<file path="src/rtl/food_pkg.sv">
// Shared types and helpers for the food manager and its LFSR.
package food_pkg;

    typedef enum logic [1:0] {
        STATE_IDLE   = 2'd0,
        STATE_CHECK  = 2'd1,
        STATE_SEARCH = 2'd2
    } state_e;

    localparam int unsigned DEF_WIDTH     = 32;
    localparam int unsigned DEF_HEIGHT    = 24;
    localparam int unsigned DEF_POS_W     = 10;
    localparam int unsigned DEF_MAX_LEN   = 15;
    localparam int unsigned DEF_LEN_W     = 4;
    localparam int unsigned DEF_NUM_SNAKE = 2;
    localparam int unsigned DEF_NUM_FOOD  = 2;
    localparam int unsigned DEF_MAX_TRIES = 64;
    localparam logic [15:0] DEF_SEED      = 16'hACE1;

    // Number of playable cells on a WIDTH x HEIGHT board.
    function automatic int unsigned board_cells(input int unsigned w, input int unsigned h);
        return w * h;
    endfunction

    // LSB of field idx in a flat vector of fw-bit fields.
    function automatic int unsigned field_lsb(input int unsigned idx, input int unsigned fw);
        return idx * fw;
    endfunction

endpackage

</file>
<file path="src/rtl/food_lfsr.sv">
// 16-bit Galois LFSR (taps 16,14,13,11), reloaded with SEED on reset.
module lfsr_galois
    import food_pkg::*;
#(
    parameter logic [15:0] SEED  = DEF_SEED,
    parameter int unsigned OUT_W = DEF_POS_W
) (
    input  logic             clk,
    input  logic             rst,
    output logic [OUT_W-1:0] rnd_o
);

    localparam logic [15:0] TAPS = 16'hB400;

    logic [15:0] lfsr_q;
    logic [15:0] lfsr_d;

    // Right-shifting Galois step: feedback bit XORs into the tap positions.
    always_comb begin
        lfsr_d = lfsr_q >> 1;
        if (lfsr_q[0]) begin
            lfsr_d = lfsr_d ^ TAPS;
        end
    end

    // Free-running register; only reset reloads the seed.
    always_ff @(posedge clk) begin
        if (rst) begin
            lfsr_q <= SEED;
        end else begin
            lfsr_q <= lfsr_d;
        end
    end

    assign rnd_o = lfsr_q[OUT_W-1:0];

endmodule

</file>
<file path="src/rtl/food_manager.sv">
// Multi-slot food placement and per-snake scoring, driven by game-step pulses.
module food_manager
    import food_pkg::*;
#(
    parameter int unsigned WIDTH     = DEF_WIDTH,
    parameter int unsigned HEIGHT    = DEF_HEIGHT,
    parameter int unsigned POS_W     = DEF_POS_W,
    parameter int unsigned MAX_LEN   = DEF_MAX_LEN,
    parameter int unsigned LEN_W     = DEF_LEN_W,
    parameter int unsigned NUM_SNAKE = DEF_NUM_SNAKE,
    parameter int unsigned NUM_FOOD  = DEF_NUM_FOOD,
    parameter int unsigned MAX_TRIES = DEF_MAX_TRIES,
    parameter logic [15:0] SEED      = DEF_SEED
) (
    input  logic                               clk,
    input  logic                               rst,
    input  logic                               step_i,
    input  logic [NUM_SNAKE*MAX_LEN*POS_W-1:0] snake_body_i,
    input  logic [NUM_SNAKE*LEN_W-1:0]         snake_len_i,
    input  logic [NUM_SNAKE*POS_W-1:0]         snake_head_i,
    output logic [NUM_FOOD*POS_W-1:0]          food_pos_o,
    output logic [NUM_FOOD-1:0]                food_valid_o,
    output logic [NUM_SNAKE*LEN_W-1:0]         score_o,
    output logic [NUM_SNAKE-1:0]               eat_pulse_o,
    output logic                               busy_o,
    output logic                               step_dropped_o
);

    localparam int unsigned BOARD_CELLS = board_cells(WIDTH, HEIGHT);
    localparam int unsigned MAX_SCORE   = (1 << LEN_W) - 1;
    localparam int unsigned TRY_W       = $clog2(MAX_TRIES);
    localparam int unsigned NSEG        = NUM_SNAKE * MAX_LEN;

    state_e                         state_q, state_d;
    logic [NUM_FOOD*POS_W-1:0]      food_pos_q, food_pos_d;
    logic [NUM_FOOD-1:0]            food_valid_q, food_valid_d;
    logic [NUM_FOOD-1:0]            pending_q, pending_d;
    logic [NUM_SNAKE*LEN_W-1:0]     score_q, score_d;
    logic [NUM_SNAKE-1:0]           eat_pulse_q, eat_pulse_d;
    logic [TRY_W-1:0]               try_q, try_d;
    logic                           busy_q, busy_d;
    logic                           step_dropped_q, step_dropped_d;

    logic [POS_W-1:0]               cand;
    logic [NSEG-1:0]                seg_hit;
    logic [NUM_SNAKE-1:0]           head_hit;
    logic [NUM_FOOD-1:0]            food_hit;
    logic                           cand_good;
    logic [NUM_FOOD*NUM_SNAKE-1:0]  head_on_food;
    logic [NUM_FOOD*NUM_SNAKE-1:0]  eat_mat;

    lfsr_galois #(
        .SEED  (SEED),
        .OUT_W (POS_W)
    ) u_lfsr (
        .clk   (clk),
        .rst   (rst),
        .rnd_o (cand)
    );

    // Occupancy comparators: candidate against live body segments, heads and placed foods.
    for (genvar s = 0; s < NUM_SNAKE; s++) begin : g_snake
        assign head_hit[s] = (snake_head_i[field_lsb(s, POS_W) +: POS_W] == cand);
        for (genvar j = 0; j < MAX_LEN; j++) begin : g_seg
            assign seg_hit[s*MAX_LEN+j] =
                (LEN_W'(j) < snake_len_i[field_lsb(s, LEN_W) +: LEN_W]) &&
                (snake_body_i[field_lsb(s*MAX_LEN+j, POS_W) +: POS_W] == cand);
        end
    end

    for (genvar f = 0; f < NUM_FOOD; f++) begin : g_food
        assign food_hit[f] = food_valid_q[f] &&
                             (food_pos_q[field_lsb(f, POS_W) +: POS_W] == cand);
        for (genvar s = 0; s < NUM_SNAKE; s++) begin : g_head
            assign head_on_food[f*NUM_SNAKE+s] =
                (snake_head_i[field_lsb(s, POS_W) +: POS_W] == food_pos_q[field_lsb(f, POS_W) +: POS_W]);
        end
    end

    assign cand_good = (32'(cand) < BOARD_CELLS) && !(|seg_hit) && !(|head_hit) && !(|food_hit);

    // Per valid slot, only the lowest-index snake whose head sits on it eats it.
    always_comb begin
        eat_mat = '0;
        for (int f = 0; f < NUM_FOOD; f++) begin
            if (food_valid_q[f]) begin
                for (int s = NUM_SNAKE - 1; s >= 0; s--) begin
                    if (head_on_food[f*NUM_SNAKE+s]) begin
                        eat_mat[f*NUM_SNAKE +: NUM_SNAKE] = NUM_SNAKE'(1) << s;
                    end
                end
            end
        end
    end

    // State register.
    always_ff @(posedge clk) begin
        if (rst) begin
            state_q <= STATE_IDLE;
        end else begin
            state_q <= state_d;
        end
    end

    // Next-state logic.
    always_comb begin
        state_d = state_q;
        case (state_q)
            STATE_IDLE: begin
                if (step_i) begin
                    state_d = STATE_CHECK;
                end else if (|pending_q) begin
                    state_d = STATE_SEARCH;
                end
            end
            STATE_CHECK:  state_d = (|pending_d) ? STATE_SEARCH : STATE_IDLE;
            STATE_SEARCH: state_d = (|pending_d) ? STATE_SEARCH : STATE_IDLE;
            default:      state_d = STATE_IDLE;
        endcase
    end

    assign busy_d = (state_d != STATE_IDLE);

    // Datapath next values: scoring in CHECK, one placement candidate per SEARCH cycle.
    always_comb begin
        int unsigned sum;
        int unsigned tgt;
        logic        tgt_found;
        food_pos_d     = food_pos_q;
        food_valid_d   = food_valid_q;
        pending_d      = pending_q;
        score_d        = score_q;
        try_d          = try_q;
        eat_pulse_d    = '0;
        step_dropped_d = step_i && (state_q != STATE_IDLE);
        sum            = 0;
        tgt            = 0;
        tgt_found      = 1'b0;
        case (state_q)
            STATE_CHECK: begin
                for (int s = 0; s < NUM_SNAKE; s++) begin
                    sum = 32'(score_q[s*LEN_W +: LEN_W]);
                    for (int f = 0; f < NUM_FOOD; f++) begin
                        if (eat_mat[f*NUM_SNAKE+s]) begin
                            sum            = sum + 1;
                            eat_pulse_d[s] = 1'b1;
                        end
                    end
                    if (sum > MAX_SCORE) begin
                        sum = MAX_SCORE;
                    end
                    score_d[s*LEN_W +: LEN_W] = LEN_W'(sum);
                end
                for (int f = 0; f < NUM_FOOD; f++) begin
                    if (|eat_mat[f*NUM_SNAKE +: NUM_SNAKE]) begin
                        food_valid_d[f] = 1'b0;
                    end
                end
                pending_d = pending_q | ~food_valid_d;
            end
            STATE_SEARCH: begin
                for (int f = NUM_FOOD - 1; f >= 0; f--) begin
                    if (pending_q[f]) begin
                        tgt       = f;
                        tgt_found = 1'b1;
                    end
                end
                if (tgt_found) begin
                    if (cand_good) begin
                        food_pos_d[tgt*POS_W +: POS_W] = cand;
                        food_valid_d[tgt]              = 1'b1;
                        pending_d[tgt]                 = 1'b0;
                        try_d                          = '0;
                    end else if (try_q == TRY_W'(MAX_TRIES - 1)) begin
                        pending_d[tgt] = 1'b0;
                        try_d          = '0;
                    end else begin
                        try_d = try_q + TRY_W'(1);
                    end
                end
            end
            default: ;
        endcase
    end

    // Datapath and output registers.
    always_ff @(posedge clk) begin
        if (rst) begin
            food_pos_q     <= '0;
            food_valid_q   <= '0;
            pending_q      <= '1;
            score_q        <= '0;
            eat_pulse_q    <= '0;
            try_q          <= '0;
            busy_q         <= 1'b0;
            step_dropped_q <= 1'b0;
        end else begin
            food_pos_q     <= food_pos_d;
            food_valid_q   <= food_valid_d;
            pending_q      <= pending_d;
            score_q        <= score_d;
            eat_pulse_q    <= eat_pulse_d;
            try_q          <= try_d;
            busy_q         <= busy_d;
            step_dropped_q <= step_dropped_d;
        end
    end

    assign food_pos_o     = food_pos_q;
    assign food_valid_o   = food_valid_q;
    assign score_o        = score_q;
    assign eat_pulse_o    = eat_pulse_q;
    assign busy_o         = busy_q;
    assign step_dropped_o = step_dropped_q;

endmodule

</file>
<file path="config.mk">
export PLATFORM = sky130hd
export DESIGN_NAME = food_manager
export DESIGN_NICKNAME = d
export VERILOG_FILES = /design/src/rtl/food_pkg.sv /design/src/rtl/food_lfsr.sv /design/src/rtl/food_manager.sv
export SDC_FILE = /design/constraint.sdc
export NUM_CORES = 1
export LEC_CHECK = 0
export BUFFER_PORTS_ARGS = -buffer_cell sky130_fd_sc_hd__buf_2
export CAP_MARGIN = 10
export CORE_AREA = 4 4 140 142
export CTS_CLUSTER_DIAMETER = 60
export CTS_CLUSTER_SIZE = 16
export DETAILED_ROUTE_END_ITERATION = 16
export DIE_AREA = 0 0 144 146
export GPL_TIMING_DRIVEN = 0
export PLACE_DENSITY = 0.72
export SKIP_CTS_REPAIR_TIMING = 1
export SLEW_MARGIN = 20
export SYNTH_ARGS = -nofsm -noshare
export SYNTH_HDL_FRONTEND = slang
export SYNTH_SLANG_ARGS = --single-unit
</file>
<file path="constraint.sdc">
create_clock -name clk -period 6.1 [get_ports clk]
set_input_delay 0.915 -clock clk [delete_from_list [all_inputs] [get_ports clk]]
set_output_delay 0.915 -clock clk [all_outputs]
set_load 0.01 [all_outputs]
</file>
==> results.md <==
- Sw Ratio: 35.9%
- Worst hold path type: reg -> reg
- Skew-Pair Late Insertion Delay: 0.34 ns
- First-pass GRT wire length: between 50000 and 60000 um
- Post-Synthesis Mean Instance Area: 8.25 um^2
- CP max FO: 10
- GR Util All Layers: 31.8%
- Final setup TNS: 0 ns
- WP data arrival: 3.98 ns
- Final setup vio count: 0
- Clk sink count: 60
- TritonCTS Buffers: 9
- CTS root buf: clkbuf_16
- CTS H-tree depth: 3
- Cells after Synth: 920
- Total grt overflow: 0
- Setup Skew: 0.00927 ns
- Min Tclk post-route: 3.78 ns
- Endpoint type of the worst setup path: flip-flop
- Cell depth of the worst flop-to-flop path: 9
- FF-to-FF Start: food_pos_o[0]
- Drt wl/cell: 22.8 um
- # rows: 50
- Post-synthesis mux area share: 2.16%
- Leakage: 4.32 nW
- R2r endpoint: score_o[5]
- Syn Nets: 1260
- Adder-cell area share of the yosys netlist: 1.48%
- Fin. Hold Viols: 0
- CTS clk-pin slew, worst paths: 0.05 ns
- Critical path data required time: 6.30 ns
- Sequential fraction of the synthesis area: 15.8%
- Most used cell, CP: clkbuf_1
- Highest clock rate: 264 MHz
- Layout fillers: about 1800
- Drt total wl: 35200 um
- FF-to-FF setup slack: 2.87 ns
- Share of cells above drive strength 1: 33.6%
- Placer Congestion: 0.940
- Slew margin rel.: 55.3%
- I/O pin count: 365
- CP delay by family, top: simple AND/OR/NAND/NOR gates
- Vias: 8561
- Core outline area: between 15000 and 20000 um^2
- Largest net degree at the start of global routing: 12
- Die width: about 140 um
- Simple-gate area share of the yosys netlist: 21.6%
- DR vias/cell: 5.54
- Post-Synth XOR/XNOR Area: 45.1%
- End-of-flow core utilization: 54.4%
- P&R area growth vs syn: 32.3%
- Clock power frac: 30.9%
- Hpwl dp: roughly 28000 um
- Critical Path Start: snake_len_i[2]
- CP max-delay cell: a2111oi_0
- CP peak stage delay: 0.61 ns
- CP cell instances: buf_2, clkbuf_1, nor2_1, a2111oi_0, nand3_1, o2111ai_1, nand4b_1, or3_1, buf_6, or2_1, clkbuf_1, o21ai_0
- Detailed Routing Iterations Pass 1: 5
- RSZ-0062 raised after global routing: no
- Die area: 21000 um^2
- Switching power: between 0.6 and 0.7 mW
- Maximum clock path buffer count: 2
- Area of the multi-input gates: 5910 um^2
- Critical Path Sink: food_pos_o[7]
- Largest family of logic cells by synthesized area: XOR/XNOR gates
- Number of synthesized flops with an enable pin: 0
- Vias in the first global route: 8397
- Status: complete, no violations
- Synth Area in Compound Gates: 7.50%
- CTS tree: done
- Critical path depth: 12
- Worst slew pin tran: ~0.67 ns
- Max VDD drop: about 0.16 mV
- Storage cell area: 1200 um^2
- Final Cycle Share: 62.0%
- Seq pwr share: between 20% and 30%
- DRC Markers: 0
- Ys async rst share: 0%
- Buf+Inv Stages, Crit Path: 4
- Mapped cell area: ~7600 um^2
- PortBufs: 362
- Slew Limit Fails: 0
- Die Span Y: roughly 150 um
- Cell area power density: 177 nW/um^2
- DRT antenna net count: 0
- Crit Path Class: in -> reg
- Power Internal: 1.14 mW
- Post-synth cell types: 60
- Max Cap Violations: 0
- Main synth FF type: dfxtp_1
- Nature of the critical path startpoint: primary input
- Initial Util: 41.1%
- Seq cells post-synth: 60
- Yosys warns: 0
- Logic gate share of total power: 41.5%
- Initial antenna violation count: 12
- Hold depth: 1
- Nets: ~1600
- Initial DRC count: 615
-- cell usage in the layout (no fill, tap or decap), drive strengths merged, types with 9 or more instances in the layout --
master and instances:
a21oi 19, and3 11, buf 405, clkbuf 28
dfxtp 60, diode 12, ha 9, inv 13
mux2i 13, nand2 18, nand2b 26, nand3 32
nand4 51, nor2 29, nor2b 17, nor3 26
nor4 37, o21ai 32, xnor2 235, xor2 156
-- metal layers --
| layer | part of all wire [%] | GRT usage (%) | vias up |
|---|---|---|---|
| li1 | - | - | 3915 |
| met1 | 38 | 37.5 | 4042 |
| met2 | 49 | 54.1 | 492 |
| met3 | 8.6 | 7.07 | 110 |
| met4 | 4.4 | 14.8 | 2 |
| met5 | 0.037 | 0 | - |
-- cell type report --
cell class / instances / share of cell area [%]
well taps: 234 / 2.92
multi-input cells: 786 / 58.9
clock buffers: 10 / 2.28
diodes: 12 / 0.299
flip-flops and latches: 60 / 12.0
repair buffers: 362 / 18.0
inverters: 13 / 0.486
clock inverters: 6 / 0.885
plain buffers: 61 / 4.25
-- power groups by stage --
stage	Sequential [mW]	Clock [mW]	Combinational, mW
after floorplan	0.487	0	0.442
after global placement	0.496	0	0.711
after detailed placement	0.496	0	0.723
after CTS	0.489	0.551	0.729
after global routing	0.496	0.571	0.794
final	0.491	0.548	0.735
-- synthesized netlist by cell type (all sizes together) (4+ instances only) --
cell,count,area share (%)
nor3b,5,0.49
nand2b,26,2.1
nand2,18,0.89
xor2,156,18
o21ai,32,2.1
or2,7,0.58
a2111oi,5,0.58
a21oi,19,1.3
buf,43,4.7
dfxtp,60,16
nor2b,17,1.4
xnor2,235,27
clkbuf,18,0.89
nand3,32,2.1
inv,13,0.64
ha,9,1.5
nand4b,6,0.69
and3,11,0.91
mux2i,13,1.7
nand4,51,4.2
or4,6,0.59
nor2,29,1.4
nor3,26,1.7
a31oi,4,0.33
nor4,37,3.1
-- metrics by stage --
stage	hold WS [ns]	total power [mW]	setup WS, ns	instances	instance area [um^2]
finish	0.412	1.77	2.32	1544	10000
global route	0.447	1.86	2.27	1543	10000
CTS	0.416	1.77	2.39	1532	10000
detailed placement	0.402	1.22	2.04	1516	9690
global placement	0.397	1.21	2.11	1516	9690
floorplan	0.389	0.929	2.92	920	7590
-- kinds of logic (layout without fill, tap and decap cells) --
logic type,count (synthesis),count (layout)
adders and majority gates,9,9
other,0,12
DFF,60,60
AOI/OAI and AO/OA,87,87
and+or+nand+nor,283,283
muxes,16,16
xor gates and xnor gates,391,391
buffers and inverters,74,452
-- sequential cells by signal, summed over array words and instances, names as in the netlist --
register	flops
food_valid_o	2
pending_q	2
try_q	6
eat_pulse_o	2
u_lfsr.lfsr_q	16
busy_o	1
score_o	8
step_dropped_o	1
food_pos_o	20
state_q	2
-- worst min-delay path by stage --
stage,start,to
final,u_lfsr.lfsr_q[12],u_lfsr.lfsr_q[11]
after global routing,u_lfsr.lfsr_q[12],u_lfsr.lfsr_q[11]
after CTS,u_lfsr.lfsr_q[12],u_lfsr.lfsr_q[11]
after detailed placement,u_lfsr.lfsr_q[12],u_lfsr.lfsr_q[11]
after global placement,u_lfsr.lfsr_q[12],u_lfsr.lfsr_q[11]
after floorplan,u_lfsr.lfsr_q[12],u_lfsr.lfsr_q[11]
Note: power is estimated with default switching activity, not from simulation.
